`src/rtl/move_generator.sv`:
```
// -----------------------------------------------------------------------------
// move_generator
//
// Sequential move enumerator. Given a piece code and its source square, it
// walks the piece's direction table, reads the board RAM for every candidate
// square and streams each pseudo-legal target square over a valid/ready
// handshake. Sliding rays stop at the first occupied square; captures are only
// offered on enemy pieces. Geometry is row/column based, so rays never wrap
// around a board edge.
//
// Parameters:
//   READ_LATENCY    cycles from boardAddr change to valid boardPiece (1 or 2)
//
// Ports:
//   clk             system clock
//   reset           synchronous, active-high reset
//   start           one-cycle pulse, sampled only while idle
//   currentPosition source square: row = [5:3] (0 = top), col = [2:0]
//   currentPiece    [3] colour (1 = black), [2:0] kind
//                   (0 empty, 1 king, 2 queen, 3 bishop, 4 knight, 5 rook, 6 pawn)
//   boardAddr       board RAM read address
//   boardPiece      board RAM read data
//   targetPosition  emitted target square
//   targetValid     targetPosition valid
//   targetReady     consumer accepts when targetValid && targetReady
//   busy            high from the cycle after an accepted start until done
//   done            one-cycle pulse at the end of enumeration
//   moveCount       targets accepted in this run, held until the next start
//   targetCapture   emitted square holds an enemy piece (optional feature)
//
// Build option:
//   MOVEGEN_CAPTURE_FLAG_EN  when defined, targetCapture flags captures;
//                            otherwise it is tied to 0.
// -----------------------------------------------------------------------------
module move_generator #(
  parameter int READ_LATENCY = 1
) (
  input  logic       clk,
  input  logic       reset,
  input  logic       start,
  input  logic [5:0] currentPosition,
  input  logic [3:0] currentPiece,
  output logic [5:0] boardAddr,
  input  logic [3:0] boardPiece,
  output logic [5:0] targetPosition,
  output logic       targetValid,
  input  logic       targetReady,
  output logic       busy,
  output logic       done,
  output logic [5:0] moveCount,
  output logic       targetCapture
);

  typedef enum logic [2:0] {
    S_IDLE, S_SETUP, S_STEP, S_WAIT, S_EVAL, S_EMIT, S_NEXTDIR, S_DONE
  } state_t;

  typedef enum logic [2:0] {
    K_EMPTY, K_KING, K_QUEEN, K_BISHOP, K_KNIGHT, K_ROOK, K_PAWN, K_INVALID
  } kind_t;

  // Three-bit two's complement step sizes.
  localparam logic [2:0] P1 = 3'b001, P2 = 3'b010, Z0 = 3'b000;
  localparam logic [2:0] M1 = 3'b111, M2 = 3'b110;

  state_t     state_q, state_d;
  logic [5:0] src_q, src_d;
  logic [3:0] piece_q, piece_d;
  logic [4:0] row_q, row_d, col_q, col_d;   // ray cursor, room for off-board
  logic [2:0] dir_q, dir_d;
  logic [1:0] lat_q, lat_d;
  logic [5:0] addr_q, addr_d;
  logic [5:0] tgt_q, tgt_d;
  logic       valid_q, valid_d;
  logic       busy_q, busy_d;
  logic       done_q, done_d;
  logic [5:0] count_q, count_d;
  logic       empty_q, empty_d;             // emitted square was empty
  logic       fwd_empty_q, fwd_empty_d;     // pawn single-step square empty
`ifdef MOVEGEN_CAPTURE_FLAG_EN
  logic       cap_q, cap_d;
`endif

  kind_t      kind;
  logic       slider, last_dir, pawn_skip, off_board;
  logic       sq_empty, sq_enemy, allowed;
  logic [2:0] qd, dr, dc;
  logic [4:0] next_row, next_col;

  assign kind   = kind_t'(piece_q[2:0]);
  assign slider = (kind == K_QUEEN) || (kind == K_BISHOP) || (kind == K_ROOK);
  // Rook, bishop and pawn use four table entries; the rest use eight.
  assign last_dir = ((kind == K_ROOK) || (kind == K_BISHOP) || (kind == K_PAWN))
                    ? (dir_q == 3'd3) : (dir_q == 3'd7);

  // Step vector for the current direction index.
  // NOTE: every combinational output gets a default first so no path leaves it
  // unassigned, which would otherwise infer a latch.
  always_comb begin
    dr = Z0;
    dc = Z0;
    case (kind)
      K_ROOK:   qd = {dir_q[1:0], 1'b0};
      K_BISHOP: qd = {dir_q[1:0], 1'b1};
      default:  qd = dir_q;
    endcase
    if (kind == K_KNIGHT) begin
      case (dir_q)
        3'd0: begin dr = M2; dc = P1; end
        3'd1: begin dr = M1; dc = P2; end
        3'd2: begin dr = P1; dc = P2; end
        3'd3: begin dr = P2; dc = P1; end
        3'd4: begin dr = P2; dc = M1; end
        3'd5: begin dr = P1; dc = M2; end
        3'd6: begin dr = M1; dc = M2; end
        default: begin dr = M2; dc = M1; end
      endcase
    end else if (kind == K_PAWN) begin
      // Forward is toward row 7 for black and toward row 0 for white.
      dr = piece_q[3] ? P1 : M1;
      case (dir_q[1:0])
        2'd0: dc = Z0;
        2'd1: begin dr = piece_q[3] ? P2 : M2; dc = Z0; end
        2'd2: dc = M1;
        default: dc = P1;
      endcase
    end else begin
      case (qd)
        3'd0: begin dr = M1; dc = Z0; end
        3'd1: begin dr = M1; dc = P1; end
        3'd2: begin dr = Z0; dc = P1; end
        3'd3: begin dr = P1; dc = P1; end
        3'd4: begin dr = P1; dc = Z0; end
        3'd5: begin dr = P1; dc = M1; end
        3'd6: begin dr = Z0; dc = M1; end
        default: begin dr = M1; dc = M1; end
      endcase
    end
  end

  assign next_row  = row_q + {{2{dr[2]}}, dr};
  assign next_col  = col_q + {{2{dc[2]}}, dc};
  // Cursor range is -2..9, so any set bit above [2:0] means off-board.
  assign off_board = (|next_row[4:3]) || (|next_col[4:3]);
  // Double step needs the home row and an empty single-step square; otherwise
  // the candidate is dropped without touching the board RAM.
  assign pawn_skip = (kind == K_PAWN) && (dir_q == 3'd1) &&
                     !(fwd_empty_q && (src_q[5:3] == (piece_q[3] ? 3'd1 : 3'd6)));

  assign sq_empty = (boardPiece[2:0] == 3'd0);
  assign sq_enemy = !sq_empty && (boardPiece[3] != piece_q[3]);
  // Pawn pushes need an empty square, pawn diagonals need an enemy.
  assign allowed  = (kind == K_PAWN) ? (dir_q[1] ? sq_enemy : sq_empty)
                                     : (sq_empty || sq_enemy);

  always_comb begin
    state_d     = state_q;
    src_d       = src_q;
    piece_d     = piece_q;
    row_d       = row_q;
    col_d       = col_q;
    dir_d       = dir_q;
    lat_d       = lat_q;
    addr_d      = addr_q;
    tgt_d       = tgt_q;
    valid_d     = valid_q;
    busy_d      = busy_q;
    done_d      = 1'b0;
    count_d     = count_q;
    empty_d     = empty_q;
    fwd_empty_d = fwd_empty_q;
`ifdef MOVEGEN_CAPTURE_FLAG_EN
    cap_d       = cap_q;
`endif
    case (state_q)
      S_IDLE: begin
        if (start) begin
          src_d   = currentPosition;
          piece_d = currentPiece;
          busy_d  = 1'b1;
          state_d = S_SETUP;
        end
      end
      S_SETUP: begin
        count_d     = 6'd0;
        dir_d       = 3'd0;
        row_d       = {2'b00, src_q[5:3]};
        col_d       = {2'b00, src_q[2:0]};
        fwd_empty_d = 1'b0;
        if ((kind == K_EMPTY) || (kind == K_INVALID)) begin
          busy_d  = 1'b0;
          done_d  = 1'b1;
          state_d = S_DONE;
        end else begin
          state_d = S_STEP;
        end
      end
      S_STEP: begin
        if (off_board || pawn_skip) begin
          state_d = S_NEXTDIR;
        end else begin
          row_d   = next_row;
          col_d   = next_col;
          addr_d  = {next_row[2:0], next_col[2:0]};
          lat_d   = 2'(READ_LATENCY - 1);
          state_d = S_WAIT;
        end
      end
      S_WAIT: begin
        if (lat_q == 2'd0) state_d = S_EVAL;
        else               lat_d   = lat_q - 2'd1;
      end
      S_EVAL: begin
        if ((kind == K_PAWN) && (dir_q == 3'd0)) fwd_empty_d = sq_empty;
        if (allowed) begin
          tgt_d   = addr_q;
          valid_d = 1'b1;
          empty_d = sq_empty;
`ifdef MOVEGEN_CAPTURE_FLAG_EN
          cap_d   = sq_enemy;
`endif
          state_d = S_EMIT;
        end else begin
          state_d = S_NEXTDIR;
        end
      end
      S_EMIT: begin
        if (targetReady) begin
          valid_d = 1'b0;
          count_d = count_q + 6'd1;
`ifdef MOVEGEN_CAPTURE_FLAG_EN
          cap_d   = 1'b0;
`endif
          state_d = (slider && empty_q) ? S_STEP : S_NEXTDIR;
        end
      end
      S_NEXTDIR: begin
        row_d = {2'b00, src_q[5:3]};
        col_d = {2'b00, src_q[2:0]};
        if (last_dir) begin
          busy_d  = 1'b0;
          done_d  = 1'b1;
          state_d = S_DONE;
        end else begin
          dir_d   = dir_q + 3'd1;
          state_d = S_STEP;
        end
      end
      S_DONE:  state_d = S_IDLE;
      default: state_d = S_IDLE;
    endcase
  end

  // NOTE: state is updated with non-blocking assignments so every flop samples
  // the pre-edge values regardless of statement order.
  always_ff @(posedge clk) begin
    if (reset) begin
      state_q     <= S_IDLE;
      src_q       <= 6'd0;
      piece_q     <= 4'd0;
      row_q       <= 5'd0;
      col_q       <= 5'd0;
      dir_q       <= 3'd0;
      lat_q       <= 2'd0;
      addr_q      <= 6'd0;
      tgt_q       <= 6'd0;
      valid_q     <= 1'b0;
      busy_q      <= 1'b0;
      done_q      <= 1'b0;
      count_q     <= 6'd0;
      empty_q     <= 1'b0;
      fwd_empty_q <= 1'b0;
`ifdef MOVEGEN_CAPTURE_FLAG_EN
      cap_q       <= 1'b0;
`endif
    end else begin
      state_q     <= state_d;
      src_q       <= src_d;
      piece_q     <= piece_d;
      row_q       <= row_d;
      col_q       <= col_d;
      dir_q       <= dir_d;
      lat_q       <= lat_d;
      addr_q      <= addr_d;
      tgt_q       <= tgt_d;
      valid_q     <= valid_d;
      busy_q      <= busy_d;
      done_q      <= done_d;
      count_q     <= count_d;
      empty_q     <= empty_d;
      fwd_empty_q <= fwd_empty_d;
`ifdef MOVEGEN_CAPTURE_FLAG_EN
      cap_q       <= cap_d;
`endif
    end
  end

  assign boardAddr      = addr_q;
  assign targetPosition = tgt_q;
  assign targetValid    = valid_q;
  assign busy           = busy_q;
  assign done           = done_q;
  assign moveCount      = count_q;
`ifdef MOVEGEN_CAPTURE_FLAG_EN
  assign targetCapture  = cap_q;
`else
  assign targetCapture  = 1'b0;
`endif

endmodule

```
`config.mk`:
```
export PLATFORM = sky130hd
export DESIGN_NAME = move_generator
export DESIGN_NICKNAME = d
export VERILOG_FILES = /design/src/rtl/move_generator.sv
export SDC_FILE = /design/constraint.sdc
export NUM_CORES = 1
export LEC_CHECK = 0
export BUFFER_PORTS_ARGS = -buffer_cell sky130_fd_sc_hd__buf_2
export CORE_MARGIN = 1.5
export CORE_UTILIZATION = 47
export CTS_BUF_LIST = sky130_fd_sc_hd__clkbuf_4 sky130_fd_sc_hd__clkbuf_8
export CTS_CLUSTER_SIZE = 16
export DETAILED_ROUTE_END_ITERATION = 7
export PLACE_DENSITY_LB_ADDON = 0.2
export SYNTH_ARGS = -nofsm -noshare
export SYNTH_HDL_FRONTEND = slang
export SYNTH_SLANG_ARGS = --single-unit
export TNS_END_PERCENT = 50
```
`constraint.sdc`:
```
create_clock -name clk -period 4.5 [get_ports clk]
set_input_delay 0.45 -clock clk [delete_from_list [all_inputs] [get_ports clk]]
set_output_delay 0.45 -clock clk [all_outputs]
set_load 0.01 [all_outputs]
```
# Word level (Yosys, flattened, before mapping)
# Index checks and enable logic that the tools add are counted.
# op_classes
n_addsub	5
eq_ne	40
muxes	49
bitwise_logic	1
reduce_logical	55
# op_table
op	n
$mux W3	16
$eq A3 B3 Y1 const B	15
$pmux W3 S2	5
$eq A3 B2 Y1 const B	8
$pmux W3 S8	1
$reduce_or A2 Y1	12
$ne A2 B2 Y1 const B	10
$pmux W5 S2	2
$pmux W3 S3	2
$logic_not A3 Y1	5
$reduce_and A2 Y1	7
$pmux W6 S2	1
$reduce_bool A2 Y1	6
$mux W1	11
$add A5 B5 Y5	2
$mux W5	2
$eq A3 B1 Y1 const B	3
$reduce_and A3 Y1	3
$logic_or A1 B1 Y1	8
$add A6 B1 Y6 const B	1
$logic_and A1 B1 Y1	6
$mux W2	3
$mux W6	1
$pmux W1 S2	3
other kinds (14)	17
# totals
register_bits	51
word_cells	165

# Longest topological paths before layout
# logic_depth
depth_word	13
depth_mapped	19
depth_no_buf	16

# Worst setup path before layout
# OpenSTA, ideal clock, no wires.
# synth_path
path_type	flip-flop to flip-flop
from	reg dir_q[1]
to	reg addr_q[1], in the netlist boardAddr[1]
setup_time_ps	134
arrival_ps	3570
required_time_ps	4366
slack_ps	795
path_stages_with_launch	17
n_path_buf	3
synth_period_minus_slack_ps	3705
cell_sequence	dfxtp_1 > buf_2 > inv_1 > ha_1 > or2_2 > o21ai_0 > a21oi_1 > a21oi_1 > ha_1 > a21oi_1 > xnor2_1 > a311o_1 > or4b_4 > buf_6 > buf_2 > nor3_1 > a211oi_2
# synth_via
elab_chain_cells	12
elab_cells_between_ends	49
classes_between	2 x add/sub; 14 x eq/ne; 11 x mux; 1 x bitwise; 21 x reduce/logical
# synth_rtl
element	line	source
start: declaration	70	logic [2:0] dir_q, dir_d;
start signal: assignment	282	dir_q <= dir_d;
$pmux W3 S2	102	case (kind)
$eq A3 B3 Y1, or another cell as far along	128	case (qd)
$reduce_or A3 Y1 (no line) / $reduce_or A2 Y1 (equally long branches)	n/a	
$pmux W3 S2	128	
$mux W3	118	end else if (kind == K_PAWN) begin
$mux W3	107	if (kind == K_KNIGHT) begin
$add A5 B5 Y5, on equally long branches	141, 142	
$reduce_or A2 Y1	144	assign off_board = (|next_row[4:3]) || (|next_col[4:3]);
$logic_or A1 B1 Y1	144	
$logic_or A1 B1 Y1	199	if (off_board || pawn_skip) begin
$not A1 Y1 (no line)	n/a	
$reduce_and A2 Y1 (no line)	n/a	
end signal: assignment	284	addr_q <= addr_d;
end: declaration	72	logic [5:0] addr_q, addr_d;
# Several ways; a longest one is shown, not always the timed one.
# A chain may end at the register's enable or synchronous reset.

# Final worst setup path
# layout_path
from	reg piece_q[2]
to	reg addr_q[5], in the netlist boardAddr[5]
# layout_via
elab_chain_cells	13
elab_cells_between_ends	32
classes_between	2 x add/sub; 10 x eq/ne; 7 x mux; 1 x bitwise; 12 x reduce/logical
# layout_rtl
element	line	source
start: declaration	68	logic [3:0] piece_q, piece_d;
start signal: assignment	279	piece_q <= piece_d;
$eq A3 B2 Y1 / $eq A3 B3 Y1 (equally long branches)	102	
$pmux W3 S2	102	
$eq A3 B3 Y1, or another cell as far along	128	
$reduce_or A3 Y1 (no line) / $reduce_or A2 Y1 (equally long branches)	n/a	
$pmux W3 S2	128	
$mux W3	118	
$mux W3	107	
$add A5 B5 Y5, on equally long branches	141, 142	
$reduce_or A2 Y1	144	
$logic_or A1 B1 Y1	144	
$logic_or A1 B1 Y1	199	
$not A1 Y1 (no line)	n/a	
$reduce_and A2 Y1 (no line)	n/a	
# Several ways; a longest one is shown, not always the timed one.

==> summary.md <==
| Metric | Value |
|---|---|
| Status | `completed` |
| Core Box Area | `0.006386 mm²` |
| Max Cap Violations | `0` |
| Placer Congestion | `~0.87` |
| Max transition margin | `29.18%` |
| Remaining DRCs | `0` |
| Post-synth ARST share | `0%` |
| Overall global routing resource usage | `21.36%` |
| Hold Vio Cnt, Final | `0` |
| Critical Path Source | `piece_q[2]$_SDFFE_PP0P_` |
| Largest net degree at the start of global routing | `52` |
| Synth warnings | `0` |
| Critical R2R Launch | `piece_q[2]$_SDFFE_PP0P_` |
| Synthesized instance count | `393` |
| Initial antenna violation count | `0` |
| Simple-gate share of the synthesized area | `23.33%` |
| Hold WC Path Type | `primary input to flop` |
| Multiplexer area fraction after synthesis | `3.962%` |
| Unique masters post-synth | `60` |
| WL per Instance | `between 10 and 15 µm` |
| Setup TNS | `0 ns` |
| Final Cell Area | `0.003453 mm²` |
| Critical Path AT | `4.32 ns` |
| FMAX | `between 200 and 250 MHz` |
| CTS root buf | `clkbuf_8` |
| Inserted Clock Buffers | `5` |
| Final wirelength | `7304 µm` |
| # rows | `29` |
| FF+latch count, synth | `51` |
| Pwr/cell area | `a little over 400 mW/mm²` |
| Largest family of logic cells by synthesized area | `simple AND/OR/NAND/NOR gates` |
| Clock insertion delay at the later pin of the skew report | `0.32 ns` |
| Die height | `84.57 µm` |
| Nets | `456` |
| Post-synthesis compound-gate area fraction | `a little over a fifth` |
| CP required | `4.74 ns` |
| RSZ-0062 raised after global routing | `no` |
| TritonCTS clock tree | `built` |
| Worst-case clock buffer depth | `2` |
| Initial core utilization | `~50%` |
| CP startpoint kind | `flop` |
| Post-synth top flop | `dfxtp_1` |
| EDFF count, synth | `0` |
| Synth-to-Final Area Change | `10.44%` |
| Crit Path Class | `flop to flop` |
| Min Clock Period, post-route | `between 4 and 5 ns` |
| Post-synthesis adder-cell area fraction | `approximately 8.5%` |
| Clock edge transition at the registers on the reported setup and hold paths | `0.10 ns` |
| TritonCTS Sinks | `51` |
| Crit end category | `flop` |
| First-pass GRT wire length | `12340 µm` |
| ANT cells | `0` |
| I/O pin cnt | `40` |
| Hold_sp | `currentPosition[2]` |
| Grt total ovfl | `0` |
| Placed instance area | `roughly 0.0033 mm²` |
| Most frequent cells in the layout | `50 x nand2_1, 49 x dfxtp_1, 42 x a21oi_1, 38 x buf_2, 35 x nor2_1` |
| Max Slew Vio Count | `0` |
| Vias in the first global route | `2576` |
| DIE WIDTH | `84.57 µm` |
| TritonRoute pass-1 iters | `4` |
| Leakage | `roughly 0.0014 µW` |
| HPWL after DPL | `5254 µm` |
| Post-synthesis sequential area ratio | `32.65%` |
| Total die area | `between 0.007 and 0.008 mm²` |
| Post-synth net total | `431` |
| Drt initial violations | `195` |
| Postcts setup bufs | `0` |
| Syn_area_per_cell | `7.956 µm²` |
| Final period utilization | `90.73%` |
| Cell Area, Synth | `0.003127 mm²` |
| Final Setup Violations | `0` |
| Most common cell after layout, fill and taps aside | `nand2_1` |
| Worst slew pin tran | `around 1.1 ns` |
| Layout cells sized above 1 | `16.23%` |
| Port bufs | `38` |
| CTS H-tree lvls | `2` |
| Vias | `~2800` |
| Post-Synth XOR/XNOR Area | `3.641%` |
| Post-route ant nets | `0` |
| Crit path max fanout | `22` |
| Peak VDD IR | `0.0002599 V` |
| Via/cell ratio | `5.651` |
| Clk_skew | `around 0.0086 ns` |
-- timing repair --
action,in CTS,in global routing
gates resized for setup,0,3
setup endpoints to repair,0,11
hold buffers,0,0
-- synthesized netlist by cell type, types with 7 or more instances --
cell type,n,area share [%]
o211ai_1,8,1.9
xor2_1,7,2.0
mux2i_1,9,2.9
nor2_1,35,4.2
nand2_1,50,6.0
inv_1,22,2.6
clkbuf_1,14,1.7
o21ai_0,7,1.1
dfxtp_1,51,33
nor3_1,14,2.2
nor2b_1,7,1.4
ha_1,18,7.2
a21oi_1,42,6.7
or3_1,7,1.4
-- stage by stage --
step	setup WS, ns	util [%]	hold WS (ns)	cells	total power, µW
2_1_floorplan	0.7954	-	0.4366	393	938.3
3_3_place_gp	0.4226	52.14	0.4415	488	1048
3_5_place_dp	0.3218	52.14	0.4470	488	1054
4_1_cts	0.3084	53.94	0.3565	496	1392
5_1_grt	0.02753	54.08	0.3689	496	1488
6_report	0.4172	54.08	0.3564	496	1389
-- cells by family after synthesis --
logic type,Yosys count
other cells,1
mux,12
compound gates,100
simple gates,148
flops,51
fa+ha+maj,20
buf+inv,48
xor+xnor,13
-- cell type report --
type	instances	area [µm²]
fill	637	2933
timing repair buffer	44	235.2
tap	77	96.34
inverter	22	82.58
clock buffer	6	76.32
sequential	51	1023
multi-input combinational	294	1901
clock inverter	2	38.79
-- where the power goes --
part	switching, µW	total, µW	internal, µW
clock	165	340	174
combinational	295	474	179
sequential	78.0	575	497
-- final timing paths --
check | to | slack [ns] | depth (start not counted)
max | boardAddr[5]$_SDFFE_PP0P_ | 0.42 | 14
min | src_q[2]$_SDFFE_PP0P_ | 0.36 | 3
max reg2reg | boardAddr[5]$_SDFFE_PP0P_ | 0.42 | 14
min reg2reg | src_q[2]$_SDFFE_PP0P_ | 0.46 | 2
-- critical path: stages (launching register included) --
cell	delay, ns
dfxtp_1	0.50
mux2_2	0.38
nor3_1	0.19
a2111oi_0	0.09
buf_4	0.19
a311oi_2	0.31
inv_1	0.10
fa_1	0.43
nor2b_1	0.13
o21ai_0	0.09
a21boi_0	0.26
a211oi_1	0.10
or4b_4	0.69
or3_1	0.42
a21oi_1	0.14
-- per-layer routing --
layer  track usage [%]  wire length, µm  vias up
li1                  -                -     1428
met1             28.42             3506     1313
met2             34.85             3351       54
met3             4.326              327        8
met4             6.745              119        0
met5                 0                0        -
-- sequential cells by signal, indices dropped and copies added, names as in the netlist, 2 cells and up --
signal,cells
boardAddr,6
moveCount,6
src_q,6
targetPosition,6
col_q,5
row_q,5
piece_q,4
dir_q,3
state_q,3
lat_q,2
Note: power is estimated with default switching activity, not from simulation.
